File: config.mk
export PLATFORM = sky130hd
export DESIGN_NAME = dm_arbiter
export DESIGN_NICKNAME = d
export VERILOG_FILES = /design/src/rtl/dm_arbiter.sv
export SDC_FILE = /design/constraint.sdc
export NUM_CORES = 1
export LEC_CHECK = 0
export ABC_CLOCK_PERIOD_IN_PS = 1800
export CORE_AREA = 2 2 120 122
export DETAILED_ROUTE_END_ITERATION = 10
export DIE_AREA = 0 0 122 124
export DONT_BUFFER_PORTS = 1
export GPL_TIMING_DRIVEN = 1
export PLACE_DENSITY = 0.3
export SLEW_MARGIN = 10
export SYNTH_ARGS = -nofsm -noshare
export SYNTH_HDL_FRONTEND = slang
export SYNTH_SLANG_ARGS = --single-unit
File: constraint.sdc
create_clock -name clk -period 1.8 [get_ports clk]
set_input_delay 0.27 -clock clk [delete_from_list [all_inputs] [get_ports clk]]
set_output_delay 0.27 -clock clk [all_outputs]
set_load 0.005 [all_outputs]
File: src/rtl/dm_arbiter.sv
// Data-memory port arbiter between the CPU MEM stage and a DMA block-copy engine.
// CPU has priority; a starvation counter forces DMA grants and a beat counter bounds locked bursts.
module dm_arbiter #(
  parameter int unsigned STARVE_LIMIT = 4,
  parameter int unsigned MAX_BURST    = 8
) (
  input  logic        clk,
  input  logic        reset,
  input  logic        flush,
  input  logic        cpu_req,
  input  logic        cpu_we,
  input  logic [3:0]  cpu_be,
  input  logic [31:0] cpu_addr,
  input  logic [31:0] cpu_wd,
  output logic        cpu_gnt,
  output logic        cpu_stall,
  output logic [31:0] cpu_rdata,
  input  logic        dma_req,
  input  logic        dma_we,
  input  logic [3:0]  dma_be,
  input  logic [31:0] dma_addr,
  input  logic [31:0] dma_wd,
  input  logic        dma_lock,
  output logic        dma_gnt,
  output logic [31:0] dma_rdata,
  output logic        dm_we,
  output logic [3:0]  dm_be,
  output logic [31:0] dm_addr,
  output logic [31:0] dm_wd,
  input  logic [31:0] dm_rd
);

  localparam int unsigned SW = $clog2(STARVE_LIMIT + 1);
  localparam int unsigned BW = $clog2(MAX_BURST + 1);

  typedef enum logic [1:0] {ARB, DMA_FORCE, DMA_BURST} state_t;

  state_t         state, state_nxt;
  logic [SW-1:0]  starve_cnt, starve_nxt;
  logic [BW-1:0]  beat_cnt, beat_nxt;
  logic           creq;

  always_comb begin
    creq      = cpu_req & ~flush;
    cpu_gnt   = creq;
    dma_gnt   = ~creq & dma_req;
    state_nxt = ARB;
    beat_nxt  = '0;

    case (state)
      DMA_BURST: begin
        if (dma_req & dma_lock & (beat_cnt < BW'(MAX_BURST))) begin
          cpu_gnt   = 1'b0;
          dma_gnt   = 1'b1;
          state_nxt = DMA_BURST;
          beat_nxt  = beat_cnt + BW'(1);
        end
      end
      DMA_FORCE: begin
        if (dma_req) begin
          cpu_gnt = 1'b0;
          dma_gnt = 1'b1;
        end
      end
      default: ;
    endcase

    if (dma_gnt || !dma_req)
      starve_nxt = '0;
    else if (starve_cnt == SW'(STARVE_LIMIT))
      starve_nxt = starve_cnt;
    else
      starve_nxt = starve_cnt + SW'(1);

    // Every burst exit (lock drop or forced release) returns to ARB; only ARB/FORCE may open a burst.
    if (state != DMA_BURST) begin
      if (dma_gnt & dma_lock) begin
        state_nxt = DMA_BURST;
        beat_nxt  = BW'(1);
      end else if (starve_nxt == SW'(STARVE_LIMIT)) begin
        state_nxt = DMA_FORCE;
      end
    end

    cpu_stall = creq & ~cpu_gnt;
    dm_addr   = dma_gnt ? dma_addr : cpu_addr;
    dm_be     = dma_gnt ? dma_be   : cpu_be;
    dm_wd     = dma_gnt ? dma_wd   : cpu_wd;
    dm_we     = (cpu_gnt & cpu_we) | (dma_gnt & dma_we);
    cpu_rdata = dm_rd;
    dma_rdata = dm_rd;
  end

  always_ff @(posedge clk) begin
    if (reset) begin
      state      <= ARB;
      starve_cnt <= '0;
      beat_cnt   <= '0;
    end else begin
      state      <= state_nxt;
      starve_cnt <= starve_nxt;
      beat_cnt   <= beat_nxt;
    end
  end

endmodule
Word-level counts from Yosys, hierarchy flattened:

Index checks and enable logic that the tools add are counted.

* magnitude comparators: 1
* reductions and logical operators: 2
* add/subtract/negate cells: 2
* multiplexer cells: 20
* bitwise gates (word level): 12
* eq/ne operators: 5

Operator list (number)
* 32-bit 2-to-1 mux: 2
* 4-bit 2-to-1 mux: 5
* 2-bit 2-to-1 mux: 5
* 1-bit bitwise AND: 8
* 3-bit == test (second input constant): 2
* 3-bit 2-to-1 mux: 2
* 4-bit by 1-bit adder with 4-bit output (second input constant): 1
* 4-bit < comparator (second input constant): 1
* 1-bit 2-to-1 mux: 4
* 1-bit case mux with 2 select lines: 2
* 3-bit by 1-bit adder with 3-bit output (second input constant): 1
* 1-bit inverter: 3
* 2-bit by 1-bit == test with 1-bit output (second input constant): 1
* 2-bit == test (second input constant): 1
* 2-bit != test (second input constant): 1
* 1-bit logical NOT: 1
* 1-bit logical OR: 1
* 1-bit OR: 1

* output and inout bits: 136
* register bits after elaboration: 9
* logic and storage cells: 45
* bits of input ports: 176

Logic depth before layout (Yosys ltp):

Gate-level depths: netlist (run 1).

* word-level depth: 12
* gate-level depth with buffers: 6
* mapped depth without buffers: 5

Worst setup path before layout (run 1):

Ideal clock, no wire load.

* kind: register to output
* start point: register state[0]
* end point: output dm_addr[0]
* slack: -194 ps
* data required time: 1530 ps
* cell stages (with the launch flop): 7
* buffers on the path: 1
* arrival: 1724 ps
* path through: dfxtp_1 -> inv_1 -> ha_1 -> nor3b_2 -> o31ai_4 -> buf_6 -> mux2_2

* word-level cells in the longest chain between the ends: 3
* elaborated cells on any way between the ends: 4
* those cells by class: eq/ne (2); mux (2)

RTL lines
* start: declaration: line 38 `state_t state, state_nxt;`
* start signal: assignment: line 100 `state <= state_nxt;`
* 2-bit by 1-bit == test with 1-bit output / 2-bit == test (equally long branches): line 50 `case (state)`
* 1-bit case mux with 2 select lines *: line 50
* 32-bit 2-to-1 mux *: line 86 `dm_addr = dma_gnt ? dma_addr : cpu_addr;`
* end: declaration: line 28 `output logic [31:0] dm_addr,`

Mark *: on every way between the ends. The rest lies on a longest branch, timed or not.

Final worst setup path (run 1):

* start point: register state[0]
* end point: output dm_wd[17]

* word-level cells in the longest chain between the ends: 3
* elaborated cells on any way between the ends: 4
* those cells by class: eq/ne (2); mux (2)

RTL lines
* 2-bit by 1-bit == test with 1-bit output / 2-bit == test (equally long branches): line 50
* 1-bit case mux with 2 select lines *: line 50
* 32-bit 2-to-1 mux *: line 88 `dm_wd = dma_gnt ? dma_wd : cpu_wd;`
* end: declaration: line 29 `output logic [31:0] dm_wd,`

Marked as above.

==> impl_metrics.env, run 1 <==
export IMPL_finalWorstPathRequiredPeriod_ps=2230
export IMPL_floorplan_initialDensity=0.137
export IMPL_detail_route_drc_violations=0
export IMPL_worst_endpoint_arrival_ps=1960
export IMPL_drtPass1Iterations=4
export IMPL_detailed_place_hpwl_microns=5610
export IMPL_synth_ff_type="dfxtp_1"
export IMPL_most_common_layout_cells="mux2_4, buf_4, inv_1"
export IMPL_tns_ps=-26200
export IMPL_cp_class="reg -> out"
export IMPL_grt_overflow_total=0
export IMPL_leakage_nw=1.03
export IMPL_power_density_cell_area_nw_per_um2=474
export IMPL_critical_path_required_ps=1530
export IMPL_min_delay_path_class="in -> reg"
export IMPL_power_mw=1.07
export IMPL_antenna_violating_nets_left=0
export IMPL_fp_coreArea_sq_um=13700
export IMPL_antenna_found_initial=0
export IMPL_sequential_cell_area_sq_um=183
export IMPL_tightest_slew_ps=576
export IMPL_design_die_area_sq_um=15100
export IMPL_synth_seq_area_share=0.0961
export IMPL_max_cap_violations=0
export IMPL_holdWs_ps=165
export IMPL_rsz_0062_raised_after_global_routing="yes"
export IMPL_viasPerCell=3.78
export IMPL_routabilityCongestion=0.663
export IMPL_ys_ff_latch=9
export IMPL_status="finished with violations"
export IMPL_dr_first_iter_drc_count=36
export IMPL_worst_path_setup_slack_after_routing_ps=-430
export IMPL_postLayoutCoreUtil=0.164
export IMPL_grt_util_all_layers=0.0734
export IMPL_netlist_instances=202
export IMPL_worstSetupEndpointType="output port"
export IMPL_ys_warn_count=0
export IMPL_clock_path_buffers=2
export IMPL_die_h_microns=124
export IMPL_setup_violations=72
export IMPL_clock_sinks=9
export IMPL_share_of_post_route_cells_with_drive_strength_above_1=0.690
export IMPL_achievable_frequency_mhz=448
export IMPL_slew_headroom=0.615
export IMPL_synthArstFlopShare=0
export IMPL_flow_area_growth_from_synthesis_pct=20.3
export IMPL_avg_inst_size_synth_sq_um=9.28
export IMPL_cp_start_kind="flip-flop"
export IMPL_via_count_of_the_first_global_routing_pass=1176
export IMPL_placement_io_buffers=0
export IMPL_via_count=1278
export IMPL_postRouteWirelength_microns=7100
export IMPL_grt_first_pass_wirelength_microns=7760
export IMPL_synth_enable_flop_cells=0
export IMPL_violated_checks="setup timing"
export IMPL_row_count=43
export IMPL_num_antenna_cells=0
export IMPL_fillers=1490
export IMPL_nNetsFinal=340
export IMPL_grt_max_degree=25
export IMPL_clock_pin_slew_on_the_worst_setup_and_hold_paths_ps=40
export IMPL_maxSlewViolCount=0
export IMPL_tritoncts_num_buffers=3
export IMPL_worst_clock_skew_ps=0.461
export IMPL_clk_insertion_delay_late_ps=230
export IMPL_post_drt_wl_per_cell_microns=21.0
export IMPL_mappedNetlistNets=383
export IMPL_crit_path_max_fanout=5
export IMPL_num_io_pins=312
export IMPL_timing_final_crit_share=1.24
export IMPL_final_common_cell="mux2_4"
export IMPL_cts_tree="built"
export IMPL_multiInputGateArea_sq_um=1400
export IMPL_cts_root_buffer="clkbuf_16"
export IMPL_cts_htree_levels=1
export IMPL_mappedNetlistArea_sq_um=1880
export IMPL_worst_ir_drop_vdd_uv=187
export IMPL_distinct_cells_synth=32
export IMPL_final_hold_violation_count=0
export IMPL_floorplan_die_width_microns=122
[through the flow]
stage	setup slack, ps	instances	cell area, sq um
2_1_floorplan	-130	202	2110
3_3_place_gp	-277	319	1860
3_5_place_dp	-294	319	1860
4_1_cts	-431	331	2120
5_1_grt	-490	338	2260
6_report	-430	338	2260
[final timing paths]
path                                     from     endpoint  slack (ps)  depth (start not counted)
worst min register to register    beat_cnt[1]  beat_cnt[3]         450                          2
worst max-delay path                 state[0]    dm_wd[17]        -430                          8
worst min-delay path                 dma_lock     state[1]         170                          2
worst max register to register  starve_cnt[0]     state[0]         220                          5
[area by class of cell]
class | instances | share of cell area
multi-input cells | 112 | 0.622
repair buffers | 24 | 0.148
well taps | 180 | 0.0998
flip-flops and latches | 9 | 0.0810
clock buffers | 4 | 0.0349
inverters | 9 | 0.0150
[kinds of logic (layout without fill, tap and decap cells)]
family / Yosys count / in the layout / synth area share
buffers and inverters: 81 / 37 / 0.318
AND/OR/NAND/NOR: 27 / 27 / 0.0874
flip-flops: 9 / 9 / 0.0961
adder cells (fa/ha/maj): 5 / 5 / 0.0334
multiplexers: 68 / 68 / 0.408
XOR/XNOR: 1 / 1 / 0.00467
AO/OA/AOI/OAI: 11 / 11 / 0.0520
[per-layer routing]
| metal | global-route usage | wire length (microns) |
|---|---|---|
| met1 | 0.0777 | 2390 |
| met2 | 0.127 | 3760 |
| met3 | 0.0412 | 907 |
| met4 | 0.0180 | 40 |
| met5 | 0 | 0 |
[what timing repair did]
action                                  4_1_cts  5_1_grt
cloned                                        3        2
pin swaps                                     5        6
gates resized for setup                      18       15
hold buffers                                  0        0
buffers inserted                              5        8
endpoints found under the setup margin       72       72
[power breakdown]
group,internal [mW],switching (mW)
combinational,0.299,0.175
clock,0.296,0.0943
sequential,0.203,0.00235
total,0.798,0.272
[worst max-delay path, stage by stage, from the launching register on]
cell	delay [ps]
dfxtp_2	330
inv_2	50
ha_4	280
nor3b_4	50
o31ai_4	280
buf_6	180
buf_16	130
buf_8	120
mux2_4	300
[Yosys cell counts, types with 2 or more instances]
cell type	n	share of area
buf_4	64	0.26
mux2_2	62	0.37
dfxtp_1	9	0.096
inv_1	9	0.018
buf_6	7	0.042
mux2_1	6	0.036
nor2_1	6	0.012
ha_1	5	0.033
nand3_1	3	0.0080
nor2b_1	3	0.010
a21oi_1	2	0.0053
and3_1	2	0.0067
nand2_1	2	0.0040
nand3b_1	2	0.0080
nor3_1	2	0.0053
o211a_1	2	0.011
[flip-flops by register name, summed over array words and instances (netlist names)]
name        count
starve_cnt      3
state           2
beat_cnt        4
No activity file was read; power rests on OpenSTA's default activity.
==> run 2, diff against run 1 <==
- CTS_CLUSTER_SIZE: not set -> 40
- MAX_ROUTING_LAYER: not set -> met4
==> run 2 against run 1 <==
The flow still finishes with violations (setup timing). Worst hold slack about the same. Power about the same. Register-to-register slack about the same. Clock-buffer cell count unchanged. Sequential power about the same. Cell area unchanged. Sequential cell count unchanged. Global-route usage increased by 0.23 points. Non-clock buffer count unchanged. Critical path type unchanged. Largest power group unchanged.
==> impl_metrics.env, run 2 (synthesized netlist as in run 1, its figures left out) <==
export IMPL_status="finished with violations"
export IMPL_violated_checks="setup timing"
export IMPL_worstSetupEndpointType="output port"
export IMPL_viasPerCell=3.77
export IMPL_tightest_slew_ps=572
export IMPL_fp_coreArea_sq_um=13700
export IMPL_biggestRegsByFlops="beat_cnt (4), starve_cnt (3), state (2)"
export IMPL_flow_area_growth_from_synthesis_pct=20.3
export IMPL_register_with_the_highest_flop_count="beat_cnt"
export IMPL_drtPass1Iterations=4
export IMPL_final_common_cell="mux2_4"
export IMPL_floorplan_die_width_microns=122
export IMPL_grt_max_degree=25
export IMPL_postRouteWirelength_microns=7090
export IMPL_clkPwrFrac=0.365
export IMPL_hold_end="state[1]"
export IMPL_cp_class="reg -> out"
export IMPL_tritoncts_num_buffers=3
export IMPL_power_density_cell_area_nw_per_um2=474
export IMPL_detailed_place_hpwl_microns=5610
export IMPL_clock_pin_slew_on_the_worst_setup_and_hold_paths_ps=40
export IMPL_cts_root_buffer="clkbuf_16"
export IMPL_switching_share=0.254
export IMPL_clk_insertion_delay_late_ps=230
export IMPL_dr_first_iter_drc_count=33
export IMPL_antenna_violating_nets_left=0
export IMPL_worst_endpoint_arrival_ps=1960
export IMPL_maxSlewViolCount=0
export IMPL_min_delay_path_class="in -> reg"
export IMPL_grt_first_pass_wirelength_microns=7760
export IMPL_num_io_pins=312
export IMPL_num_antenna_cells=0
export IMPL_cellInternalPower_mw=0.798
export IMPL_achievable_frequency_mhz=449
export IMPL_row_count=43
export IMPL_power_mw=1.07
export IMPL_max_cap_violations=0
export IMPL_ctsHoldBuffers=0
export IMPL_timing_final_crit_share=1.24
export IMPL_tns_ps=-26170
export IMPL_design_die_area_sq_um=15100
export IMPL_via_count_of_the_first_global_routing_pass=1181
export IMPL_critPathMaxStageDelay_ps=330
export IMPL_slew_headroom=0.618
export IMPL_clock_sinks=9
export IMPL_hold_path_startpoint="dma_lock"
export IMPL_r2r_end="state[0]"
export IMPL_most_common_layout_cells="mux2_4, buf_4, inv_1"
export IMPL_placement_io_buffers=0
export IMPL_leakage_nw=1.03
export IMPL_nNetsFinal=340
export IMPL_largest_reg_flops=4
export IMPL_combPwrFrac=0.443
export IMPL_worst_ir_drop_vdd_uv=187
export IMPL_rsz_0062_raised_after_global_routing="yes"
export IMPL_holdWs_ps=166
export IMPL_rrSetupSlack_ps=220
export IMPL_antenna_found_initial=0
export IMPL_reg_to_reg_critical_path_startpoint="starve_cnt[0]"
export IMPL_floorplan_initialDensity=0.137
export IMPL_detail_route_drc_violations=0
export IMPL_power_switching_mw=0.271
export IMPL_critical_path_required_ps=1530
export IMPL_postLayoutCoreUtil=0.164
export IMPL_worstRegToRegCells=5
export IMPL_crit_path_max_fanout=5
export IMPL_fillers=1490
export IMPL_crit_chain="inv_2 -> ha_4 -> nor3b_4 -> o31ai_4 -> buf_6 -> buf_16 -> buf_8 -> mux2_4"
export IMPL_share_of_post_route_cells_with_drive_strength_above_1=0.690
export IMPL_dp_worst_setup_slack_ps=-294
export IMPL_routabilityCongestion=0.670
export IMPL_worst_path_max_delay_cell="dfxtp_2"
export IMPL_grt_overflow_total=0
export IMPL_timing_hold_worst_path_depth=2
export IMPL_final_hold_violation_count=0
export IMPL_finalWorstPathRequiredPeriod_ps=2230
export IMPL_critPathLaunch="state[0]"
export IMPL_cp_start_kind="flip-flop"
export IMPL_worst_clock_skew_ps=0.494
export IMPL_power_frac_seq=0.192
export IMPL_grt_util_all_layers=0.0757
export IMPL_cts_htree_levels=1
export IMPL_cts_tree="built"
export IMPL_die_h_microns=124
export IMPL_setup_violations=72
export IMPL_worst_path_setup_slack_after_routing_ps=-429
export IMPL_clock_path_buffers=2
export IMPL_post_drt_wl_per_cell_microns=21.0
export IMPL_via_count=1275
run 2: critical path, delay by kind of cell, from the launching register on:
family | cells | cell delay, ps
adder cells (fa/ha/maj) | 1 | 280
flip-flops | 1 | 330
multiplexers | 1 | 300
buffers and inverters | 4 | 480
AO/OA/AOI/OAI | 1 | 280
AND/OR/NAND/NOR | 1 | 50
run 2: power by group through the flow:
stage,clock (mW),combinational (mW),sequential [mW]
3_5_place_dp,0,0.372,0.209
4_1_cts,0.403,0.435,0.206
5_1_grt,0.410,0.508,0.206
3_3_place_gp,0,0.377,0.209
2_1_floorplan,0,0.452,0.208
6_report,0.390,0.473,0.206
run 2: stage by stage:
step,std cells,instance area [sq um]
floorplan,202,2110
global placement,319,1860
detailed placement,319,1860
CTS,331,2120
global route,338,2260
finish,338,2260
run 2: layout make-up:
type                    instances  area (sq um)  area share
multi-input cells             112          1400       0.622
repair buffers                 24           333       0.148
well taps                     180           225      0.0998
flip-flops and latches          9           183      0.0810
clock buffers                   4          78.8      0.0349
inverters                       9          33.8      0.0150
run 2: worst max-delay path by stage:
stage                       to  slack, ps
floorplan           dm_addr[0]       -130
global placement     dm_wd[27]       -280
detailed placement   dm_wd[27]       -290
CTS                  dm_wd[24]       -430
global route             dm_we       -490
finish               dm_wd[17]       -430
run 2: what timing repair did:
action / 4_1_cts / 5_1_grt
setup buffers: 5 / 8
pin swaps: 5 / 6
gates resized for setup: 18 / 15
gates cloned: 3 / 2
endpoints found under the setup margin: 72 / 72
run 2: routing by layer:
layer	vias up	share of wire	global-route usage
met5	-	0	-
met4	0	0.0056	0.0180
met3	6	0.13	0.0403
met2	133	0.53	0.127
met1	587	0.34	0.0788
li1	549	-	-
